<file path="src/rtl/bresenham_ray_walker.sv">
// Sequential Bresenham line walker: accepts one segment, folds it into a single
// octant, then streams every cell from (x0,y0) to (x1,y1) over valid/ready.
module bresenham_ray_walker #(
   parameter int X_W = 5,
   parameter int Y_W = 4
) (
   input  logic           clk,
   input  logic           rst_n,
   input  logic           in_valid,
   output logic           in_ready,
   input  logic [X_W-1:0] in_x0,
   input  logic [X_W-1:0] in_x1,
   input  logic [Y_W-1:0] in_y0,
   input  logic [Y_W-1:0] in_y1,
   output logic           out_valid,
   input  logic           out_ready,
   output logic [X_W-1:0] out_x,
   output logic [Y_W-1:0] out_y,
   output logic           out_last,
   output logic           busy
);

   localparam int MW = (X_W > Y_W) ? X_W : Y_W;
   localparam int W  = MW + 1;
   localparam int EW = MW + 3;

   typedef enum logic [1:0] {IDLE, SETUP, WALK} state_t;

   state_t         state_reg, state_next;
   logic [X_W-1:0] x0_reg, x0_next, x1_reg, x1_next;
   logic [Y_W-1:0] y0_reg, y0_next, y1_reg, y1_next;
   logic [X_W-1:0] cur_x_reg, cur_x_next;
   logic [Y_W-1:0] cur_y_reg, cur_y_next;
   logic [EW-1:0]  err_reg, err_next;
   logic [EW-1:0]  inc_reg, inc_next;
   logic [EW-1:0]  dec_reg, dec_next;
   logic [W-1:0]   rem_reg, rem_next;
   logic           steep_reg, steep_next;
   logic           sx_neg_reg, sx_neg_next;
   logic           sy_neg_reg, sy_neg_next;

   // Octant normalisation, evaluated from the latched endpoints during SETUP.
   logic signed [W-1:0] dx_diff, dy_diff;
   logic [W-1:0]        dx_abs, dy_abs, d_maj, d_min;
   logic [EW-1:0]       d_maj_e, d_min_e;
   logic                steep;

   always_comb begin
      dx_diff = $signed({{(W-X_W){1'b0}}, x1_reg}) - $signed({{(W-X_W){1'b0}}, x0_reg});
      dy_diff = $signed({{(W-Y_W){1'b0}}, y1_reg}) - $signed({{(W-Y_W){1'b0}}, y0_reg});
      dx_abs  = dx_diff[W-1] ? -dx_diff : dx_diff;
      dy_abs  = dy_diff[W-1] ? -dy_diff : dy_diff;
      steep   = dy_abs > dx_abs;
      d_maj   = steep ? dy_abs : dx_abs;
      d_min   = steep ? dx_abs : dy_abs;
      d_maj_e = {2'b00, d_maj};
      d_min_e = {2'b00, d_min};
   end

   logic err_pos, step_x, step_y;

   always_comb begin
      err_pos = !err_reg[EW-1] && (err_reg != '0);
      step_x  = steep_reg ? err_pos : 1'b1;
      step_y  = steep_reg ? 1'b1 : err_pos;
   end

   always_comb begin
      state_next  = state_reg;
      x0_next     = x0_reg;
      x1_next     = x1_reg;
      y0_next     = y0_reg;
      y1_next     = y1_reg;
      cur_x_next  = cur_x_reg;
      cur_y_next  = cur_y_reg;
      err_next    = err_reg;
      inc_next    = inc_reg;
      dec_next    = dec_reg;
      rem_next    = rem_reg;
      steep_next  = steep_reg;
      sx_neg_next = sx_neg_reg;
      sy_neg_next = sy_neg_reg;
      case (state_reg)
         IDLE: begin
            if (in_valid) begin
               x0_next    = in_x0;
               x1_next    = in_x1;
               y0_next    = in_y0;
               y1_next    = in_y1;
               state_next = SETUP;
            end
         end
         SETUP: begin
            steep_next  = steep;
            sx_neg_next = dx_diff[W-1];
            sy_neg_next = dy_diff[W-1];
            err_next    = (d_min_e << 1) - d_maj_e;
            inc_next    = d_min_e << 1;
            dec_next    = (d_min_e - d_maj_e) << 1;
            rem_next    = d_maj;
            cur_x_next  = x0_reg;
            cur_y_next  = y0_reg;
            state_next  = WALK;
         end
         WALK: begin
            if (out_ready) begin
               if (rem_reg == '0) begin
                  state_next = IDLE;
               end else begin
                  if (step_x)
                     cur_x_next = sx_neg_reg ? cur_x_reg - X_W'(1) : cur_x_reg + X_W'(1);
                  if (step_y)
                     cur_y_next = sy_neg_reg ? cur_y_reg - Y_W'(1) : cur_y_reg + Y_W'(1);
                  err_next = err_pos ? err_reg + dec_reg : err_reg + inc_reg;
                  rem_next = rem_reg - W'(1);
               end
            end
         end
         default: state_next = IDLE;
      endcase
   end

   always_ff @(posedge clk or negedge rst_n) begin
      if (!rst_n) begin
         state_reg  <= IDLE;
         x0_reg     <= '0;
         x1_reg     <= '0;
         y0_reg     <= '0;
         y1_reg     <= '0;
         cur_x_reg  <= '0;
         cur_y_reg  <= '0;
         err_reg    <= '0;
         inc_reg    <= '0;
         dec_reg    <= '0;
         rem_reg    <= '0;
         steep_reg  <= 1'b0;
         sx_neg_reg <= 1'b0;
         sy_neg_reg <= 1'b0;
      end else begin
         state_reg  <= state_next;
         x0_reg     <= x0_next;
         x1_reg     <= x1_next;
         y0_reg     <= y0_next;
         y1_reg     <= y1_next;
         cur_x_reg  <= cur_x_next;
         cur_y_reg  <= cur_y_next;
         err_reg    <= err_next;
         inc_reg    <= inc_next;
         dec_reg    <= dec_next;
         rem_reg    <= rem_next;
         steep_reg  <= steep_next;
         sx_neg_reg <= sx_neg_next;
         sy_neg_reg <= sy_neg_next;
      end
   end

   // All outputs come straight from registers or state decode.
   assign in_ready  = (state_reg == IDLE);
   assign busy      = (state_reg != IDLE);
   assign out_valid = (state_reg == WALK);
   assign out_last  = (state_reg == WALK) && (rem_reg == '0);
   assign out_x     = cur_x_reg;
   assign out_y     = cur_y_reg;

endmodule

</file>
<file path="config.mk">
export PLATFORM = sky130hd
export DESIGN_NAME = bresenham_ray_walker
export DESIGN_NICKNAME = d
export VERILOG_FILES = /design/src/rtl/bresenham_ray_walker.sv
export SDC_FILE = /design/constraint.sdc
export NUM_CORES = 1
export LEC_CHECK = 0
export BUFFER_PORTS_ARGS = -buffer_cell sky130_fd_sc_hd__buf_2
export CORE_ASPECT_RATIO = 2
export CORE_MARGIN = 3
export CORE_UTILIZATION = 45
export CTS_BUF_LIST = sky130_fd_sc_hd__clkbuf_4
export CTS_CLUSTER_SIZE = 40
export DETAILED_ROUTE_END_ITERATION = 12
export PLACE_DENSITY = 0.73
export SLEW_MARGIN = 10
export SYNTH_ARGS = -nofsm -noshare
export SYNTH_HDL_FRONTEND = slang
export SYNTH_SLANG_ARGS = --single-unit
export TNS_END_PERCENT = 20
</file>
<file path="constraint.sdc">
create_clock -name clk -period 6.1 [get_ports clk]
set_input_delay 1.83 -clock clk [delete_from_list [all_inputs] [get_ports clk]]
set_output_delay 1.83 -clock clk [all_outputs]
set_load 0.02 [all_outputs]
</file>
==> metrics.txt <==
# TYPE chip_impl_metric gauge
chip_impl_info{name="status",value="completed"} 1
chip_impl_metric{name="ctsHoldBuffers",unit=""} 0
chip_impl_info{name="reg_to_reg_critical_path_endpoint",value="err_reg[4]$_DFFE_PN0P_"} 1
chip_impl_metric{name="dieHeight",unit="um"} 145
chip_impl_metric{name="netlist-cell-type-count",unit=""} 63
chip_impl_metric{name="place_congestion",unit=""} 0.974
chip_impl_metric{name="fill_cells",unit=""} 898
chip_impl_metric{name="routed_wl",unit="um"} 11400
chip_impl_info{name="yosys.area.top_type",value="dfrtp_1"} 1
chip_impl_metric{name="report.final.setup_viol",unit=""} 0
chip_impl_info{name="critical_path.top_delay_family",value="adder cells"} 1
chip_impl_metric{name="chipWidth",unit="um"} 75.5
chip_impl_metric{name="async_flop_share",unit=""} 1.00
chip_impl_info{name="crit_path_top_delay_cell",value="fa_1"} 1
chip_impl_info{name="r2r_start",value="y1_reg[0]$_DFFE_PN0P_"} 1
chip_impl_metric{name="critical_path.n_buffers_inverters",unit=""} 4
chip_impl_info{name="synth_flop_cell",value="dfrtp_1"} 1
chip_impl_metric{name="grt.overflow.total",unit=""} 0
chip_impl_metric{name="worstSkewPairLatency",unit="ps"} 420
chip_impl_metric{name="hold_path_depth",unit=""} 2
chip_impl_metric{name="firstDrtPassIters",unit=""} 4
chip_impl_info{name="tritoncts",value="yes"} 1
chip_impl_metric{name="design.portCount",unit=""} 35
chip_impl_metric{name="cap_violations",unit=""} 0
chip_impl_metric{name="fmaxAchievable",unit="GHz"} 0.178
chip_impl_info{name="synth.top_cells.by_area",value="dfrtp_1 34%, ha_1 10%, nand2_1 6.0%"} 1
chip_impl_metric{name="postSynthRegisterBits",unit=""} 59
chip_impl_metric{name="cts-buffers-inserted",unit=""} 9
chip_impl_metric{name="synth_area_per_cell",unit="sq um"} 8.70
chip_impl_metric{name="cts.reportedPaths.clkPinSlew",unit="ps"} 100
chip_impl_metric{name="report.final.slew_viol_count",unit=""} 0
chip_impl_metric{name="ant_nets",unit=""} 0
chip_impl_info{name="cp-end-kind",value="flop"} 1
chip_impl_metric{name="synthDominantCellAreaShare",unit=""} 0.340
chip_impl_metric{name="r2r_setup_slack",unit="ps"} 490
chip_impl_metric{name="timing_worst_slew_pin_value",unit="ps"} 1080
chip_impl_metric{name="slew_headroom",unit=""} 0.274
chip_impl_info{name="path_cells",value="inv_1 > ha_1 > inv_1 > fa_1 > inv_1 > ha_1 > a2111oi_0 > o32a_1 > ha_1 > nand4_1 > a21oi_1 > o31ai_4 > mux2i_1 > inv_1 > fa_1 > a21o_1 > maj3_1 > mux2_2 > or2_0 > a31oi_1 > o21ai_1"} 1
chip_impl_metric{name="layout.nets",unit=""} 599
chip_impl_info{name="worst_path_most_repeated_cell",value="inv_1"} 1
chip_impl_metric{name="via_per_inst",unit=""} 5.80
chip_impl_metric{name="post_synth_instance_area",unit="sq um"} 4350
chip_impl_metric{name="clock_sinks",unit=""} 59
chip_impl_metric{name="timing.critical_path.required",unit="ps"} 6380
chip_impl_metric{name="yosys_warnings",unit=""} 0
chip_impl_metric{name="synth_edf_count",unit=""} 0
chip_impl_metric{name="start_util",unit=""} 0.463
chip_impl_metric{name="syn_nets",unit=""} 563
chip_impl_info{name="grt_setup_unrepaired",value="no"} 1
chip_impl_info{name="timing.hold.worst.start",value="inc_reg[5]$_DFFE_PN0P_"} 1
chip_impl_metric{name="crit_path_max_fanout",unit=""} 13
chip_impl_info{name="worstHoldPathType",value="reg2reg"} 1
chip_impl_metric{name="final_min_period_over_clock_period",unit=""} 0.919
chip_impl_metric{name="first_global_vias",unit=""} 3902
chip_impl_metric{name="max_stage_delay",unit="ps"} 490
chip_impl_metric{name="rows",unit=""} 50
chip_impl_metric{name="detail_route.drc_violations",unit=""} 0
chip_impl_metric{name="dpl-instance-area",unit="sq um"} 4640
chip_impl_metric{name="area_of_the_placeable_core",unit="sq um"} 9380
chip_impl_metric{name="hpwl_dp",unit="um"} 9000
chip_impl_metric{name="avgRoutedWirePerCell",unit="um"} 17.6
chip_impl_metric{name="timing.reg2reg.worst_path_depth",unit=""} 21
chip_impl_metric{name="port_buffers",unit=""} 34
chip_impl_metric{name="synth_sequential_area_ratio",unit=""} 0.340
chip_impl_metric{name="cp_data_arrival_time",unit="ps"} 5890
chip_impl_info{name="critPathKind",value="reg2reg"} 1
chip_impl_metric{name="skew",unit="ps"} 13.9
chip_impl_metric{name="antenna_found_initial",unit=""} 1
chip_impl_metric{name="ctsLongestPathBuffers",unit=""} 2
chip_impl_metric{name="htreeDepth",unit=""} 3
chip_impl_metric{name="hold_viol",unit=""} 0
chip_impl_info{name="post-synth-top-count-cell",value="nand2_1"} 1
chip_impl_metric{name="final.min_clock_period",unit="ps"} 5610
chip_impl_metric{name="post_cts_buffers",unit=""} 0
chip_impl_info{name="clk_root_buffer_cell",value="clkbuf_4"} 1
chip_impl_metric{name="tns",unit="ps"} 0
chip_impl_metric{name="syn-instance-count",unit=""} 500
chip_impl_metric{name="layout-area-overhead-vs-synth",unit="%"} 9.87
chip_impl_metric{name="final_core_density",unit=""} 0.509
chip_impl_metric{name="num_vias",unit=""} 3749
chip_impl_metric{name="largest_register_ff_count",unit=""} 8
chip_impl_metric{name="post_route_cells_drive_above_1_share",unit=""} 0.170
chip_impl_metric{name="fin_area",unit="sq um"} 4780
chip_impl_metric{name="ctsResizeCount",unit=""} 0
chip_impl_metric{name="largest_net_degree_at_the_start_of_global_routing",unit=""} 60
chip_impl_metric{name="die_footprint",unit="sq um"} 10900
chip_impl_info{name="worstHoldEndpoint",value="inc_reg[5]$_DFFE_PN0P_"} 1
chip_impl_metric{name="detailedRoute.firstIterationViolations",unit=""} 238
chip_impl_metric{name="grt_util_all_layers",unit=""} 0.229
chip_impl_info{name="synth_cell_count_leaders",value="70 x nand2_1, 59 x dfrtp_1, 38 x o21ai_0, 37 x a21oi_1, 37 x nor2_1"} 1
chip_impl_metric{name="global_route_wire_length_before_repair",unit="um"} 19000
chip_impl_info{name="startpoint_type",value="flop"} 1
through the flow:
step / setup slack [ps] / hold WS (ps) / instances
finish: 492 / 476 / 646
CTS: 500 / 482 / 645
global route: 88.3 / 526 / 646
detailed placement: 567 / 460 / 629
floorplan: 967 / 440 / 500
global placement: 762 / 454 / 629
cells in the final DEF, fill, tap and decap left out, drive strengths merged, types with 2 or more instances in the layout:
cell type | Yosys | final
nor2b | 4 | 4
maj3 | 2 | 2
clkbuf | 16 | 10
o22a | 2 | 2
inv | 36 | 36
and2 | 3 | 3
o21a | 2 | 2
nor3 | 10 | 10
o21ai | 45 | 45
a211oi | 5 | 5
a31oi | 5 | 5
mux2i | 10 | 10
o311ai | 2 | 2
a21oi | 37 | 37
nor2 | 38 | 38
xnor2 | 14 | 14
nand3 | 9 | 9
fa | 6 | 6
nand2b | 8 | 8
or3 | 4 | 4
xor2 | 7 | 7
o21bai | 4 | 4
o211ai | 3 | 3
nor4 | 6 | 6
ha | 35 | 35
mux2 | 17 | 17
o31ai | 3 | 3
buf | 1 | 42
nand2 | 70 | 70
and3 | 3 | 3
a21boi | 2 | 2
o22ai | 4 | 4
clkinv | 0 | 4
dfrtp | 59 | 59
or2 | 6 | 6
a21o | 9 | 9
cell families after synthesis:
logic type | after synthesis | share of synthesized area
buffers and inverters | 53 | 0.0460
AND/OR/NAND/NOR | 163 | 0.172
flip-flops | 59 | 0.340
adder cells (fa/ha/maj) | 43 | 0.133
multiplexers | 27 | 0.0679
AO/OA/AOI/OAI | 133 | 0.195
other | 1 | 0.000862
XOR/XNOR | 21 | 0.0458
worst max path at each step:
stage | startpoint | endpoint | cells past startpoint
global route | y1_reg[0]$_DFFE_PN0P_ | err_reg[4]$_DFFE_PN0P_ | 21
CTS | y1_reg[0]$_DFFE_PN0P_ | err_reg[4]$_DFFE_PN0P_ | 21
finish | y1_reg[0]$_DFFE_PN0P_ | err_reg[4]$_DFFE_PN0P_ | 21
detailed placement | y1_reg[0]$_DFFE_PN0P_ | err_reg[4]$_DFFE_PN0P_ | 21
global placement | y1_reg[0]$_DFFE_PN0P_ | err_reg[4]$_DFFE_PN0P_ | 21
floorplan | y1_reg[0]$_DFFE_PN0P_ | err_reg[4]$_DFFE_PN0P_ | 21
metal layers:
layer / track usage / share of wire / wire length, um / vias to the layer above
met1: 0.232 / 0.34 / 3850 / 1795
met2: 0.406 / 0.56 / 6420 / 86
met5: 0 / 0 / 0 / -
li1: - / - / - / 1826
met4: 0.149 / 0.069 / 784 / 0
met3: 0.0340 / 0.028 / 324 / 42
final cells by class:
type	count	area, sq um	share of cell area
well taps	104	130	0.0272
repair buffers	42	230	0.0482
diodes	1	2.50	0.000524
clock inverters	6	56.3	0.0118
inverters	36	135	0.0283
flip-flops and latches	59	1480	0.309
clock buffers	10	75.1	0.0157
multi-input cells	388	2670	0.559
tightest hold or removal path, stage by stage (launching register included):
cell     delay [ps]
dfrtp_1         350
nand2_1          50
nand2_1          50
Power is left out: the tool's default activity adds up to more than one toggle a clock period on the data nets, which glitch-free logic cannot reach.
